File: src/rtl/demux_dispatch_8.sv
// 1-to-8 dispatch stage: valid/ready input routed into eight 1-entry holding slots,
// addressed or round-robin, with a run/idle/flush control FSM.
//
// state | meaning
// IDLE  | no acceptance; slots may still drain
// RUN   | items accepted into free or draining slots
// FLUSH | no acceptance; wait for every slot to empty, then pulse flush_done
module demux_dispatch_8 #(
  parameter int DATA_W = 1,
  parameter int CNT_W  = 8
) (
  input  logic                clk,
  input  logic                rst_n,
  input  logic                enable,
  input  logic                flush,
  input  logic                mode,
  input  logic                in_valid,
  output logic                in_ready,
  input  logic [DATA_W-1:0]   in_data,
  input  logic [2:0]          in_dest,
  output logic [8*DATA_W-1:0] out_data,
  output logic [7:0]          out_valid,
  input  logic [7:0]          out_ready,
  output logic [2:0]          sel_last,
  output logic [CNT_W-1:0]    items_total,
  output logic                busy,
  output logic                flush_done
);

  typedef enum logic [1:0] {IDLE, RUN, FLUSH} state_t;

  state_t     state, state_nxt;
  logic [2:0] rr_ptr;
  logic [2:0] target;
  logic       accept;
  logic       done_nxt;
  logic [7:0] load;
  logic [7:0] drain;
  logic [7:0] valid_nxt;

  assign target = mode ? rr_ptr : in_dest;

  always_ff @(posedge clk) begin
    if (!rst_n) state <= IDLE;
    else        state <= state_nxt;
  end

  // Leaving FLUSH looks at the post-edge slot state so flush_done follows the final drain by one cycle.
  always_comb begin
    state_nxt = state;
    done_nxt  = 1'b0;
    case (state)
      IDLE: begin
        if (flush)       state_nxt = FLUSH;
        else if (enable) state_nxt = RUN;
      end
      RUN: begin
        if (flush)        state_nxt = FLUSH;
        else if (!enable) state_nxt = IDLE;
      end
      FLUSH: begin
        if (valid_nxt == 8'h00) begin
          state_nxt = IDLE;
          done_nxt  = 1'b1;
        end
      end
      default: state_nxt = IDLE;
    endcase
  end

  always_comb begin
    in_ready  = (state == RUN) & (!out_valid[target] | out_ready[target]);
    accept    = in_valid & in_ready;
    load      = accept ? (8'h01 << target) : 8'h00;
    drain     = out_valid & out_ready;
    valid_nxt = (out_valid & ~drain) | load;
    busy      = (state != IDLE) | (|out_valid);
  end

  always_ff @(posedge clk) begin
    if (!rst_n) begin
      out_valid   <= '0;
      out_data    <= '0;
      sel_last    <= '0;
      items_total <= '0;
      rr_ptr      <= '0;
      flush_done  <= 1'b0;
    end else begin
      out_valid  <= valid_nxt;
      flush_done <= done_nxt;
      if (accept) begin
        out_data[target*DATA_W +: DATA_W] <= in_data;
        sel_last <= target;
        if (items_total != {CNT_W{1'b1}}) items_total <= items_total + CNT_W'(1);
        if (mode) rr_ptr <= rr_ptr + 3'd1;
      end
    end
  end

endmodule
File: config.mk
export PLATFORM = sky130hd
export DESIGN_NAME = demux_dispatch_8
export DESIGN_NICKNAME = d
export VERILOG_FILES = /design/src/rtl/demux_dispatch_8.sv
export SDC_FILE = /design/constraint.sdc
export NUM_CORES = 1
export LEC_CHECK = 0
export BUFFER_PORTS_ARGS = -buffer_cell sky130_fd_sc_hd__buf_2
export CORE_MARGIN = 5
export CORE_UTILIZATION = 31
export DETAILED_ROUTE_END_ITERATION = 7
export GPL_TIMING_DRIVEN = 0
export PLACE_DENSITY = 0.56
export SLEW_MARGIN = 30
export SYNTH_ARGS = -nofsm -noshare
export SYNTH_HDL_FRONTEND = slang
export SYNTH_SLANG_ARGS = --single-unit
File: constraint.sdc
create_clock -name clk -period 8 [get_ports clk]
set_input_delay 2.4 -clock clk [delete_from_list [all_inputs] [get_ports clk]]
set_output_delay 2.4 -clock clk [all_outputs]
set_load 0.005 [all_outputs]
==> impl_metrics.csv <==
group,metric,value,unit
flow_run,drv_cap,0,
logic_synthesis,synth_edf_count,0,
floorplanning,die_w,85.95,um
clocking,cts_max_path_buffers,2,
clocking,cts_made_buffers,5,
logic_synthesis,avgSynthCellArea,8.940,um^2
routing,drt_iter0_drc,44,
logic_synthesis,synth-compound-area-share,0.1540,
layout,stdcell_area,2195,um^2
logic_synthesis,synth-simple-area-share,0.2722,
global_route,grt_pass1_vias,1633,
floorplanning,fp.dieH,85.95,um
layout,drive_gt1_frac,0.2609,
timing,drv_slew,0,
min_path,hp-class,"flop to flop",
global_route,grt_use_total,0.1302,
setup_path,slowest_delay,390,ps
routing,dr.pass1.iters,4,
layout,multi_input_area,1060,um^2
routing,vias,1639,
logic_synthesis,synth_flop_cell,"dfxtp_1",
setup_path,cp_slowest_cell,"mux2i_4",
clocking,cts.sinks,33,
setup_path,cp_max_fo,9,
clocking,cts-root-buf,"clkbuf_8",
power,p_per_area,151.1,nW/um^2
placement,dpl.hpwl,3493,um
timing,worst_pin_slew,515.0,ps
routing,viasPerCell,5.043,
logic_synthesis,postSynthCellCount,200,
timing,max_freq,154.2,MHz
layout,final_cell_count_no_fill,325,
layout,fin_nets,279,
timing,slew_headroom,0.6567,
clocking,h-tree-depth,2,
timing,setup_viol,0,
clocking,ctsResizeCount,0,
clocking,path_clk_slew,60,ps
logic_synthesis,synthArstFlopShare,0,
placement,place_area,2108,um^2
timing,min_period_over_period,0.8105,
timing,clock_skew,5.713,ps
layout,register_area,660.6,um^2
layout,n_antenna_cell,0,
placement,place_worst_setup_slack,1529,ps
layout,n_fill_cell,607,
routing,wl_per_cell,14.27,um
layout,utilization,0.3961,
setup_path,critPathKind,"input pin to primary output",
global_route,grt_pass1_wl,7741,um
clocking,cts.hold.buffers_added,0,
timing,grt_setup_unrepaired,"false",
timing,timing.hold.ws,458.9,ps
routing,drc,0,
global_route,grt_max_degree,11,
layout,syn_to_final_growth,22.74,%
logic_synthesis,ys_ff_latch,33,
floorplanning,core,5540,um^2
timing,final-hold-violation-count,0,
setup_path,cp.required,5600,ps
logic_synthesis,synth_area,1788,um^2
global_route,grt_overflow,0,
setup_path,cp_cell_sequence,"buf_6 > mux2i_4 > clkinv_2 > mux2i_1 > o32ai_4 > nor2_1 > nor3b_1 > buf_2",
floorplanning,dieArea,7387,um^2
clocking,cts_tree,"yes",
clocking,clkLatencyLatePin,280,ps
logic_synthesis,synth_cell_types,43,
timing,final.setup.tns,0,ps
setup_path,endpoint_kind,"primary output",
placement,io_buffer_count,46,
logic_synthesis,synth_top_family_by_area,"simple AND/OR/NAND/NOR gates",
floorplanning,rows,27,
timing,fin_ws,1516,ps
setup_path,crit_arrival,4080,ps
power,irDropWorstVdd,0.09295,mV
logic_synthesis,yosys_warnings,0,
placement,gp_congestion,0.8279,
power,finalPower,0.3316,mW
routing,drt_wl_total,4638,um
global_route,grt_antenna_before_repair,0,
logic_synthesis,synth_fp_nets,226,
placement,dp.cells,318,
floorplanning,boundaryPins,48,
logic_synthesis,synth_xor_xnor_area_share,0,
logic_synthesis,synthMuxAreaShare,0.1106,
run_status,outcome,"finished clean",
setup_path,startpoint_type,"input pin",
power,p_leak,0.9431,nW
routing,ant_nets,0,
logic_synthesis,seq_area_frac_synth,0.3695,
logic_synthesis,yosys.area_share.adder,0.05598,
timing,fin_crit,6484,ps
clocking,cts_setup_buffers,0,
floorplanning,start_util,0.3227,
[synth_stat cells (all sizes together), types with 3 or more instances]
library cell   n  area share
a21oi         14       0.039
buf            4       0.020
clkbuf         3      0.0063
clkinv         3      0.0077
dfxtp         33        0.37
ha             8       0.056
mux2i         16        0.11
nand2         27       0.061
nand2b         8       0.028
nand3         11       0.031
nand4          6       0.021
nand4b         5       0.024
nor2          16       0.034
o21ai          6       0.019
o22ai          3       0.014
o31ai          5       0.021
or3            4       0.014
or4            3       0.013
[path summary, 6_finish.rpt]
kind,to,cells after the start,slack (ps),start
setup / recovery,in_ready,8,1520,mode
hold / removal,out_data[0]$_SDFFE_PN0P_,2,460,out_data[0]$_SDFFE_PN0P_
setup reg to reg,items_total[7]$_SDFFE_PN0P_,8,5760,rr_ptr[1]$_SDFFE_PN0P_
hold reg to reg,out_data[0]$_SDFFE_PN0P_,2,460,out_data[0]$_SDFFE_PN0P_
[placed cells by master (no fill, tap or decap), types with 6 or more instances in the layout]
cell type	instances
mux2i_1	13
ha_1	8
dfxtp_1	33
buf_2	47
nand3_1	11
nor2_1	16
nand2_1	26
clkbuf_8	6
nand2b_1	8
a21oi_1	14
nand4_1	6
[cell type report]
cell class	instances	share of cell area
plain buffers	7	0.02109
clock buffers	7	0.03934
inverters	5	0.009692
multi-input cells	155	0.4829
flip-flops and latches	33	0.3010
well taps	72	0.04105
repair buffers	46	0.1049
[cell families (layout without fill, tap and decap cells)]
family                   after synthesis  count (layout)
adder cells (fa/ha/maj)                8               8
flip-flops                            33              33
AND/OR/NAND/NOR                       92              92
buffers and inverters                 12              65
AO/OA/AOI/OAI                         39              39
multiplexers                          16              16
[where the power goes]
part / internal [mW] / switching [mW]
logic: 0.0156 / 0.0221
clock network: 0.0682 / 0.0589
registers: 0.166 / 0.00110
[registers in the layout, indices dropped and copies added, names as in the netlist]
| register | count |
|---|---|
| rr_ptr | 3 |
| out_data | 8 |
| sel_last | 3 |
| out_valid | 8 |
| state | 2 |
| flush_done | 1 |
| items_total | 8 |
[critical path: cells and delay by family]
kind	cells	cell delay, ps
buf+inv	3	480
simple gates	2	390
mux	2	680
compound gates	1	140
[routing by layer]
| metal | vias up | global-route usage | wire length [um] |
|---|---|---|---|
| li1 | 838 | - | - |
| met2 | 41 | 0.2039 | 2056 |
| met3 | 7 | 0.03170 | 258 |
| met4 | 0 | 0.04748 | 60 |
| met1 | 753 | 0.1728 | 2262 |
| met5 | - | 0 | 0 |
Note: power is estimated with default switching activity, not from simulation.
